File: src/rtl/conv_encoder_pkg.sv
// Shared constants and types for the framed rate-1/2, K=9 convolutional encoder.
package conv_encoder_pkg;

    localparam int unsigned WD_STATE  = 8;
    localparam int unsigned WD_SYMBOL = 2;
    localparam int unsigned TAIL_LEN  = WD_STATE;

    localparam logic [WD_STATE:0] G0_DEFAULT = 9'o561;
    localparam logic [WD_STATE:0] G1_DEFAULT = 9'o753;

    typedef enum logic [1:0] {
        CE_IDLE = 2'd0,
        CE_DATA = 2'd1,
        CE_TAIL = 2'd2
    } ce_state_e;

    // Symbols produced by a terminated frame carrying n_bits information bits.
    function automatic int unsigned frame_symbols(input int unsigned n_bits);
        return n_bits + TAIL_LEN;
    endfunction

endpackage

File: src/rtl/conv_enc_core.sv
// Combinational encoder step: window {S, d} -> code symbol {c0, c1} and next state.
module conv_enc_core #(
    parameter int unsigned       WD_STATE = conv_encoder_pkg::WD_STATE,
    parameter logic [WD_STATE:0] G0       = conv_encoder_pkg::G0_DEFAULT,
    parameter logic [WD_STATE:0] G1       = conv_encoder_pkg::G1_DEFAULT
) (
    input  logic [WD_STATE-1:0]                    state_i,
    input  logic                                   bit_i,
    output logic [conv_encoder_pkg::WD_SYMBOL-1:0] symbol_o,
    output logic [WD_STATE-1:0]                    state_next_o
);

    logic [WD_STATE:0] window;

    // Newest bit sits at the window LSB so the decoder's traceback sees it at state LSB.
    always_comb begin
        window       = {state_i, bit_i};
        symbol_o     = {^(window & G0), ^(window & G1)};
        state_next_o = window[WD_STATE-1:0];
    end

endmodule

File: src/rtl/conv_encoder.sv
// Framed convolutional encoder: valid/ready bit input, 2-bit symbol output with
// frame markers, each frame flushed back to state 0 by WD_STATE zero tail bits.
module conv_encoder #(
    parameter int unsigned       WD_STATE = conv_encoder_pkg::WD_STATE,
    parameter logic [WD_STATE:0] G0       = conv_encoder_pkg::G0_DEFAULT,
    parameter logic [WD_STATE:0] G1       = conv_encoder_pkg::G1_DEFAULT,
    parameter int unsigned       WD_COUNT = 16
) (
    input  logic                                   Clock,
    input  logic                                   Reset,
    input  logic                                   InValid,
    output logic                                   InReady,
    input  logic                                   InData,
    input  logic                                   InLast,
    output logic                                   OutValid,
    input  logic                                   OutReady,
    output logic [conv_encoder_pkg::WD_SYMBOL-1:0] OutSymbol,
    output logic                                   OutFirst,
    output logic                                   OutLast,
    output logic [WD_COUNT-1:0]                    SymCount
);

    import conv_encoder_pkg::*;

    localparam int unsigned        WD_TAIL   = (WD_STATE > 1) ? $clog2(WD_STATE) : 1;
    localparam logic [WD_TAIL-1:0] TAIL_LAST = WD_TAIL'(WD_STATE - 1);

    ce_state_e            state_q, state_d;
    logic [WD_STATE-1:0]  sreg_q, sreg_d;
    logic [WD_TAIL-1:0]   tail_q, tail_d;
    logic                 out_valid_q, out_valid_d;
    logic [WD_SYMBOL-1:0] out_sym_q, out_sym_d;
    logic                 out_first_q, out_first_d;
    logic                 out_last_q, out_last_d;
    logic [WD_COUNT-1:0]  sym_cnt_q, sym_cnt_d;

    logic                 out_free;
    logic                 in_ready;
    logic                 in_fire;
    logic                 tail_fire;
    logic                 core_bit;
    logic [WD_SYMBOL-1:0] core_sym;
    logic [WD_STATE-1:0]  core_next;

    // Output register can take a new symbol if empty or drained this same cycle.
    assign out_free  = !out_valid_q || OutReady;
    assign in_ready  = !Reset && out_free && (state_q != CE_TAIL);
    assign in_fire   = InValid && in_ready;
    assign tail_fire = out_free && (state_q == CE_TAIL);
    assign core_bit  = (state_q == CE_TAIL) ? 1'b0 : InData;

    conv_enc_core #(
        .WD_STATE (WD_STATE),
        .G0       (G0),
        .G1       (G1)
    ) u_core (
        .state_i      (sreg_q),
        .bit_i        (core_bit),
        .symbol_o     (core_sym),
        .state_next_o (core_next)
    );

    always_comb begin
        state_d     = state_q;
        sreg_d      = sreg_q;
        tail_d      = tail_q;
        out_valid_d = out_valid_q;
        out_sym_d   = out_sym_q;
        out_first_d = out_first_q;
        out_last_d  = out_last_q;
        sym_cnt_d   = sym_cnt_q;

        if (in_fire || tail_fire) begin
            out_valid_d = 1'b1;
            out_sym_d   = core_sym;
            out_first_d = (state_q == CE_IDLE);
            out_last_d  = tail_fire && (tail_q == TAIL_LAST);
            sreg_d      = core_next;
            if (state_q == CE_IDLE) begin
                sym_cnt_d = WD_COUNT'(1);
            end else if (sym_cnt_q != '1) begin
                sym_cnt_d = sym_cnt_q + WD_COUNT'(1);
            end
        end else if (out_free) begin
            out_valid_d = 1'b0;
        end

        unique case (state_q)
            CE_IDLE: begin
                if (in_fire) begin
                    state_d = InLast ? CE_TAIL : CE_DATA;
                    tail_d  = '0;
                end
            end
            CE_DATA: begin
                if (in_fire && InLast) begin
                    state_d = CE_TAIL;
                    tail_d  = '0;
                end
            end
            CE_TAIL: begin
                if (tail_fire) begin
                    if (tail_q == TAIL_LAST) begin
                        state_d = CE_IDLE;
                        tail_d  = '0;
                    end else begin
                        tail_d = tail_q + WD_TAIL'(1);
                    end
                end
            end
            default: begin
                state_d = CE_IDLE;
                tail_d  = '0;
            end
        endcase
    end

    always_ff @(posedge Clock) begin
        if (Reset) begin
            state_q     <= CE_IDLE;
            sreg_q      <= '0;
            tail_q      <= '0;
            out_valid_q <= 1'b0;
            out_sym_q   <= '0;
            out_first_q <= 1'b0;
            out_last_q  <= 1'b0;
            sym_cnt_q   <= '0;
        end else begin
            state_q     <= state_d;
            sreg_q      <= sreg_d;
            tail_q      <= tail_d;
            out_valid_q <= out_valid_d;
            out_sym_q   <= out_sym_d;
            out_first_q <= out_first_d;
            out_last_q  <= out_last_d;
            sym_cnt_q   <= sym_cnt_d;
        end
    end

    assign InReady   = in_ready;
    assign OutValid  = out_valid_q;
    assign OutSymbol = out_sym_q;
    assign OutFirst  = out_first_q;
    assign OutLast   = out_last_q;
    assign SymCount  = sym_cnt_q;

endmodule

File: config.mk
export PLATFORM = sky130hd
export DESIGN_NAME = conv_encoder
export DESIGN_NICKNAME = d
export VERILOG_FILES = /design/src/rtl/conv_encoder_pkg.sv /design/src/rtl/conv_enc_core.sv /design/src/rtl/conv_encoder.sv
export SDC_FILE = /design/constraint.sdc
export NUM_CORES = 1
export LEC_CHECK = 0
export BUFFER_PORTS_ARGS = -buffer_cell sky130_fd_sc_hd__buf_2
export CORE_MARGIN = 2
export CORE_UTILIZATION = 35
export CTS_BUF_LIST = sky130_fd_sc_hd__clkbuf_2
export CTS_CLUSTER_SIZE = 20
export DETAILED_ROUTE_END_ITERATION = 6
export PLACE_DENSITY = 0.55
export SETUP_SLACK_MARGIN = 0.1
export SKIP_LAST_GASP = 1
export SLEW_MARGIN = 15
export SYNTH_ARGS = -nofsm -noshare
export SYNTH_HDL_FRONTEND = slang
export SYNTH_HIERARCHICAL = 1
export SYNTH_SLANG_ARGS = --single-unit
File: constraint.sdc
create_clock -name Clock -period 2.03 [get_ports Clock]
set_clock_uncertainty 0.05 [all_clocks]
set_input_delay 0.1015 -clock Clock [delete_from_list [all_inputs] [get_ports Clock]]
set_output_delay 0.1015 -clock Clock [all_outputs]
set_load 0.005 [all_outputs]
# Word level (Yosys, flattened, before mapping)
# Index checks and enable logic that the tools add are counted.
[word_totals]
out_inout_bits = 22
elab_cells = 53
register_bits = 34
in_bits = 6
[op_classes]
n_reduce_logical = 18
n_addsub = 2
eq_ne = 9
mux = 16
[ops]
columns = ["cell", "n"]
rows = [
  ["two-way mux 16 bit", 2],
  ["parity 9 bit", 2],
  ["adder 16 x 1 -> 16 bit (second input constant)", 1],
  ["!= test 16 bit (second input constant)", 1],
  ["two-way mux 3 bit", 4],
  ["two-way mux 2 bit", 5],
  ["one-hot mux 3 bit (3 select lines)", 1],
  ["!= test 2 bit (second input constant)", 4],
  ["logical AND 1 bit", 6],
  ["one-hot mux 2 bit (3 select lines)", 1],
  ["AND reduction 4 bit", 1],
  ["nonzero test 2 bit", 2],
  ["adder 3 x 1 -> 3 bit (second input constant)", 1],
  ["equality test 3 bit (second input constant)", 1],
  ["two-way mux 1 bit", 3],
  ["AND reduction 3 bit", 1],
  ["equality test 2 x 1 -> 1 bit (second input constant)", 1],
  ["equality test 2 bit (second input constant)", 1],
  ["zero test 1 bit", 2],
  ["zero test 2 bit", 1],
  ["logical OR 1 bit", 2],
  ["!= test 2 x 1 -> 1 bit (second input constant)", 1],
  ["AND reduction 2 bit", 1],
]

# Longest topological paths before layout
# Gate-level depths: netlist of run 1.
[logic_depth]
ltp_word = 8
depth_mapped = 7
depth_no_buf = 6

# Hierarchy
# Netlist of run 1, hierarchy kept.
[by_module_without_submodules]
columns = ["module", "n_inst", "area_per_inst_um2", "cells_per_inst", "seq_area_each_um2"]
rows = [
  ["conv_encoder", 1, 1716.6, 213, 680.7],
  ["conv_enc_core", 1, 161.4, 13, 0.0],
]

# Worst setup path before layout of run 1
# Ideal clock, no wire load.
[synth_timing]
path_type = "register -> register"
from = "register state_q[0]"
to = "register out_sym_q[0], in the netlist OutSymbol[0]"
synth_period_minus_slack_ps = 1787
t_required_ps = 1848
slack_ps = 243
setup_ps = 132
arrival_ps = 1605
path_buffers = 1
stages_incl_launch_ff = 8
path_cell_list = "dfxtp_1 > clkbuf_1 > nand2b_1 > and2_1 > xnor2_2 > xnor3_1 > nand2_1 > a21oi_1"
[synth_via]
elab_cells_between_ends = 8
cone_classes = "2 x eq/ne; 1 x mux; 5 x reduce/logical"
[synth_lines]
columns = ["item", "line", "rtl"]
rows = [
  ["start: declaration", "conv_encoder.sv:28", "ce_state_e state_q, state_d;"],
  ["start signal: assignment", "conv_encoder.sv:129", "state_q <= state_d;"],
  ["equality test 2 bit", "conv_encoder.sv:50", "assign core_bit = (state_q == CE_TAIL) ? 1'b0 : InData;"],
  ["two-way mux 1 bit", "conv_encoder.sv:50", ""],
  ["via core_bit", "conv_encoder.sv:41", "logic core_bit;"],
  ["parity 9 bit", "conv_enc_core.sv:18", "symbol_o = {^(window & G0), ^(window & G1)};"],
  ["via core_sym[0]", "conv_encoder.sv:42", "logic [WD_SYMBOL-1:0] core_sym;"],
  ["end signal: assignment", "conv_encoder.sv:133", "out_sym_q <= out_sym_d;"],
  ["end: declaration", "conv_encoder.sv:32", "logic [WD_SYMBOL-1:0] out_sym_q, out_sym_d;"],
]
# The timed path passes the listed nets, and every way through them passes these cells.
# A chain may end at the register's enable or synchronous reset.

# Final worst setup path of run 1
[layout_timing]
from = "register sym_cnt_q[4], in the netlist SymCount[4]"
to = "register sym_cnt_q[13], in the netlist SymCount[13]"
[layout_via]
elab_chain_len = 3
elab_cells_between_ends = 6
cone_classes = "1 x add/sub; 1 x eq/ne; 2 x mux; 2 x reduce/logical"
[layout_lines]
columns = ["item", "line", "rtl"]
rows = [
  ["start: declaration", "conv_encoder.sv:35", "logic [WD_COUNT-1:0] sym_cnt_q, sym_cnt_d;"],
  ["start signal: assignment", "conv_encoder.sv:136", "sym_cnt_q <= sym_cnt_d;"],
  ["adder 16 x 1 -> 16 bit / != test 16 bit (equally long branches)", "conv_encoder.sv:82, conv_encoder.sv:81", ""],
  ["two-way mux 16 bit / nonzero test 2 bit (equally long branches)", "n/a", ""],
  ["two-way mux 16 bit / AND reduction 2 bit (equally long branches)", "n/a", ""],
]
# Several ways; a longest one is shown, not always the timed one. The select of a mux whose other input is x is not followed.

==> results of run 1 <==
[routing by layer]
| layer | vias to the layer above | track usage | share of wire |
|---|---|---|---|
| met2 | 42 | 0.255 | 0.45 |
| met5 | - | 0 | 0 |
| met4 | 0 | 0.0536 | 0.0050 |
| met1 | 796 | 0.218 | 0.49 |
| li1 | 864 | - | - |
| met3 | 5 | 0.0447 | 0.054 |
[state kept, by name (all words and copies together) (netlist names)]
signal,cells
SymCount,16
sreg_q,8
OutSymbol,2
OutLast,1
tail_q,3
state_q,2
OutFirst,1
OutValid,1
[cell usage after synthesis, drive strengths merged (3+ instances only)]
library cell / count / area (um^2)
nand4: 3 / 31.3
inv: 3 / 11.3
clkbuf: 4 / 15.0
nor3: 7 / 45.0
nand2: 39 / 146
nor2: 17 / 63.8
a21oi: 27 / 143
buf: 14 / 87.6
nor2b: 5 / 33.8
nand2b: 5 / 31.3
a21o: 3 / 22.5
o21ai: 9 / 45.0
dfxtp: 34 / 681
ha: 3 / 37.5
nand3: 9 / 50.1
[through the flow]
step / total power, W / utilization / setup slack (ns) / hold slack (ns) / std cells
global placement: 0.000908 / 0.408 / 0.194 / 0.309 / 318
finish: 0.00135 / 0.423 / 0.186 / 0.0326 / 327
floorplan: 0.000848 / - / 0.243 / 0.166 / 226
CTS: 0.00136 / 0.423 / 0.101 / 0.00939 / 327
detailed placement: 0.000907 / 0.408 / 0.129 / 0.304 / 318
global route: 0.00141 / 0.423 / 0.0583 / 0.0324 / 327
[power groups by stage]
stage | clock network, W | logic (W) | registers, W
4_1_cts | 0.000465 | 0.000195 | 0.000700
6_report | 0.000454 | 0.000194 | 0.000701
2_1_floorplan | 0 | 0.000139 | 0.000709
5_1_grt | 0.000485 | 0.000217 | 0.000704
3_5_place_dp | 0 | 0.000193 | 0.000714
3_3_place_gp | 0 | 0.000195 | 0.000713
[logic make-up after synthesis]
group	count (synthesis)	share of synthesized area
xor+xnor	5	0.0540
mux	2	0.0107
flops	34	0.362
buf+inv	21	0.0606
fa+ha+maj	3	0.0200
compound gates	60	0.204
simple gates	101	0.288
[cell usage in the layout, fill, tap and decap left out, drive strengths merged, types with 3 or more instances in the layout]
master  netlist  final
dfxtp        34     34
o21ai         9      9
buf          14     40
nand3         9      9
a21o          3      3
a21oi        27     27
inv           3      3
nor2         17     17
nand2b        5      5
ha            3      3
nand4         3      3
nand2        39     39
nor2b         5      5
clkbuf        4      5
nor3          7      7
[critical path, delay by kind of cell (launching register included)]
kind / cells / cell delay (ns)
AND/OR/NAND/NOR: 4 / 1.04
AO/OA/AOI/OAI: 1 / 0.20
flip-flops: 1 / 0.48
[final cells by class]
type / count / area (um^2) / area share
Clock buffer: 5 / 25.0 / 0.0115
Clock inverter: 3 / 40.0 / 0.0184
Inverter: 3 / 11.3 / 0.00518
Multi-Input combinational cell: 171 / 1080 / 0.498
Sequential cell: 34 / 684 / 0.315
Tap cell: 70 / 87.6 / 0.0403
Timing Repair Buffer: 41 / 243 / 0.112
[path summary, 6_finish.rpt]
kind,cells past startpoint,start,slack [ns],endpoint
setup reg to reg,5,SymCount[4],0.19,SymCount[13]
setup / recovery,5,SymCount[4],0.19,SymCount[13]
hold / removal,4,OutReady,0.03,OutFirst
hold reg to reg,2,OutSymbol[0],0.42,OutSymbol[0]
[what timing repair did]
action	CTS	global route
pin swaps	0	1
hold buffers	1	0
endpoints found under the setup margin	1	8
hold endpoints to repair	2	0
gates resized for setup	1	2
==> impl_metrics.env, run 1 <==
export IMPL_cts_clk_slew_worst_paths_ns=0.20
export IMPL_worst_pin_slew_ns=0.450
export IMPL_gr_total_overflow=0
export IMPL_antenna_found_initial=0
export IMPL_ys_ff_latch=34
export IMPL_clockBufferDepth=2
export IMPL_coreArea_um2=5140
export IMPL_die_w_um=77.3
export IMPL_final_max_slew_viol_count=0
export IMPL_postPlaceCellArea_um2=2100
export IMPL_h_tree_depth=2
export IMPL_max_freq_ghz=0.542
export IMPL_post_cts_buffers=0
export IMPL_status="complete, no violations"
export IMPL_crit_type="reg -> reg"
export IMPL_cellLeakagePower_nw=0.898
export IMPL_finalHoldViolations=0
export IMPL_wl_mm=4.56
export IMPL_antenna_cells=0
export IMPL_grt_pass1_wl_mm=7.81
export IMPL_synthesis_area_um2=1880
export IMPL_crit_fanout=6
export IMPL_avgSynthCellArea_um2=8.31
export IMPL_fin_crit_ns=1.84
export IMPL_end_kind="flip-flop"
export IMPL_finalSetupViolCount=0
export IMPL_crit_required_ns=2.30
export IMPL_switching_share=0.282
export IMPL_fin_crit_sh=0.908
export IMPL_dpl_hpwl_mm=3.32
export IMPL_ys_types=53
export IMPL_cap_viol_max_count=0
export IMPL_synth_edf_count=0
export IMPL_grt_pass1_vias=1619
export IMPL_arrival_ns=2.12
export IMPL_fp_dieArea_um2=5970
export IMPL_seqPwrFrac=0.520
export IMPL_min_path_type="in -> reg"
export IMPL_viasPerCell=5.22
export IMPL_cts_tree="done"
export IMPL_power_net_switching_w=0.000381
export IMPL_grt_max_degree=32
export IMPL_route_detailed_drc=0
export IMPL_cts_sinks=34
export IMPL_ys_warn_count=6
export IMPL_max_vdd_ir_drop_uv=338
export IMPL_area_delta_synth_final_pct=15.8
export IMPL_setup_worst_path_start_class="flip-flop"
export IMPL_chipHeight_um=77.3
export IMPL_numCtsBuffers=5
export IMPL_clk_latency_ns=0.39
export IMPL_p_per_area_nw_per_um2=620
export IMPL_ys_flop_type="dfxtp_1"
export IMPL_n_fill_cell=556
export IMPL_crit_chain="and3_1 -> nand3_1 -> nand2b_1 -> or4_1 -> o31ai_1"
export IMPL_synthCells=226
export IMPL_post_drt_wl_per_cell_um=13.9
export IMPL_drtPass1Iterations=4
export IMPL_postLayoutCellArea_um2=2170
export IMPL_io_buffers=27
export IMPL_num_rows=26
export IMPL_gp_congestion=0.833
export IMPL_rsz0062_at_grt="true"
export IMPL_drt_iter0_drc=126
export IMPL_initial_core_util=0.365
export IMPL_cp_slowest_stage_delay_ns=0.53
export IMPL_synth_fp_nets=235
export IMPL_vias=1707
export IMPL_seq_area_frac_synth=0.362
export IMPL_grtUsageTotal=0.163
export IMPL_num_nets_final=265
export IMPL_synthArstFlopShare=0
export IMPL_clockRootBuffer="clkbuf_2"
export IMPL_io_pins=28
export IMPL_antenna_left=0
export IMPL_slowest_stage="or4_1"
export IMPL_drive_gt1_frac=0.249
export IMPL_final_setup_tns_ns=0
export IMPL_p_int_w=0.000968
export IMPL_relSlewSlack=0.699
export IMPL_comb_power_share=0.144
export IMPL_p_clk_frac=0.337
(Power assumes the default switching activity.)
==> run 2: changes to the inputs <==
--- a/config.mk
+++ b/config.mk
@@ -8,7 +8,6 @@
 export BUFFER_PORTS_ARGS = -buffer_cell sky130_fd_sc_hd__buf_2
 export CORE_MARGIN = 2
 export CORE_UTILIZATION = 35
-export CTS_BUF_LIST = sky130_fd_sc_hd__clkbuf_2
 export CTS_CLUSTER_SIZE = 20
 export DETAILED_ROUTE_END_ITERATION = 6
 export PLACE_DENSITY = 0.55
==> run 2 against run 1 <==
  * Wire length up 1.5%
  * Sequential power about the same
  * Largest cell class unchanged
  * Worst setup slack better by 0.029 ns
  * Sequential share of layout area down 0.69 points
  * Power up 12%
  * Critical path depth unchanged
  * Combinational power about the same
  * Register-to-register slack better by 0.03 ns
  * Core utilization up 0.88 points
  * Largest power group unchanged
  * Critical endpoint unchanged
==> impl_metrics.env, run 2 (same netlist as run 1, synthesis figures left out) <==
export IMPL_status="complete, no violations"
export IMPL_gr_total_overflow=0
export IMPL_dp_cells=318
export IMPL_setup_worst_path_start_class="flip-flop"
export IMPL_num_rows=26
export IMPL_numCtsBuffers=5
export IMPL_crit_fanout=6
export IMPL_post_drt_wl_per_cell_um=14.1
export IMPL_cts_sinks=34
export IMPL_min_path_type="in -> reg"
export IMPL_finalHoldViolations=0
export IMPL_drtPass1Iterations=4
export IMPL_max_vdd_ir_drop_uv=349
export IMPL_fin_crit_sh=0.894
export IMPL_cts_clk_slew_worst_paths_ns=0.08
export IMPL_grt_max_degree=32
export IMPL_initial_core_util=0.365
export IMPL_gp_congestion=0.833
export IMPL_p_per_area_nw_per_um2=683
export IMPL_final_setup_tns_ns=0
export IMPL_grtUsageTotal=0.165
export IMPL_arrival_ns=1.97
export IMPL_grt_pass1_vias=1620
export IMPL_clockRootBuffer="clkbuf_8"
export IMPL_area_delta_synth_final_pct=18.2
export IMPL_final_max_slew_viol_count=0
export IMPL_cellLeakagePower_nw=0.910
export IMPL_whs_path_depth=4
export IMPL_chipHeight_um=77.3
export IMPL_coreArea_um2=5140
export IMPL_fp_dieArea_um2=5970
export IMPL_route_detailed_drc=0
export IMPL_antenna_left=0
export IMPL_cap_viol_max_count=0
export IMPL_crit_type="reg -> reg"
export IMPL_stdcell_count=327
export IMPL_max_freq_ghz=0.551
export IMPL_final_cell_mix="nand2_1, dfxtp_1, buf_2, a21oi_1, nor2_1"
export IMPL_h_tree_depth=2
export IMPL_fin_crit_ns=1.81
export IMPL_die_w_um=77.3
export IMPL_end_kind="flip-flop"
export IMPL_finalSetupViolCount=0
export IMPL_vias=1712
export IMPL_drt_iter0_drc=130
export IMPL_clk_latency_ns=0.29
export IMPL_viasPerCell=5.24
export IMPL_rsz0062_at_grt="true"
export IMPL_dpl_hpwl_mm=3.32
export IMPL_drive_gt1_frac=0.249
export IMPL_wl_mm=4.63
export IMPL_num_nets_final=265
export IMPL_antenna_found_initial=0
export IMPL_io_pins=28
export IMPL_worst_pin_slew_ns=0.460
export IMPL_final_common_cell="nand2_1"
export IMPL_clockBufferDepth=2
export IMPL_reg2reg_depth=5
export IMPL_crit_required_ns=2.19
export IMPL_largest_reg_flops=16
export IMPL_antenna_cells=0
export IMPL_grt_pass1_wl_mm=7.89
export IMPL_cts_tree="done"
export IMPL_relSlewSlack=0.692
export IMPL_io_buffers=27
-- run 2: power by group --
| group | total, W | switching (W) | internal [W] |
|---|---|---|---|
| combinational | 0.000195 | 0.000116 | 0.0000785 |
| sequential | 0.000699 | 0.0000157 | 0.000684 |
| clock | 0.000623 | 0.000261 | 0.000361 |
-- run 2: worst max-delay path, stage by stage, from the launching register on --
cell and delay, ns:
dfxtp_1 0.44, and3_1 0.23, nand3_1 0.10, nand2b_1 0.17, or4_1 0.54, o31ai_1 0.20
-- run 2: worst paths after layout --
kind / startpoint / slack, ns / end
setup reg to reg: SymCount[4] / 0.22 / SymCount[13]
hold / removal: OutReady / 0.15 / OutFirst
setup / recovery: SymCount[4] / 0.22 / SymCount[13]
hold reg to reg: OutSymbol[0] / 0.40 / OutSymbol[0]
-- run 2: final cells by class --
| class | count | area, um^2 |
|---|---|---|
| Clock inverter | 3 | 40.0 |
| Inverter | 3 | 11.3 |
| Multi-Input combinational cell | 171 | 1090 |
| Clock buffer | 5 | 68.8 |
| Sequential cell | 34 | 683 |
| Fill cell | 559 | 2920 |
| Tap cell | 70 | 87.6 |
| Timing Repair Buffer | 41 | 243 |
-- run 2: layer usage --
metal,track usage,vias up,part of all wire,routed length (um)
met4,0.0554,0,0.013,62
met3,0.0435,5,0.054,250
met5,0,-,0,0
li1,-,860,-,-
met2,0.258,44,0.45,2070
met1,0.221,803,0.48,2240
-- run 2: stage by stage --
step                      total power, W  hold WS (ns)  worst slack, ns  utilization  instance area [um^2]
final                            0.00152         0.151            0.215        0.432                  2220
after global routing             0.00158         0.174           0.0856        0.432                  2220
after CTS                        0.00153         0.143            0.120        0.431                  2210
after detailed placement        0.000907         0.304            0.129        0.408                  2100
after global placement          0.000908         0.309            0.194        0.408                  2100
after floorplan                 0.000848         0.166            0.243            -                  1880
-- run 2: repair_timing --
action	4_1_cts	5_1_grt
hold buffers	1	0
hold endpoints to repair	1	0
setup endpoints to repair	0	8
gates resized for setup	0	3
buffers inserted	0	0
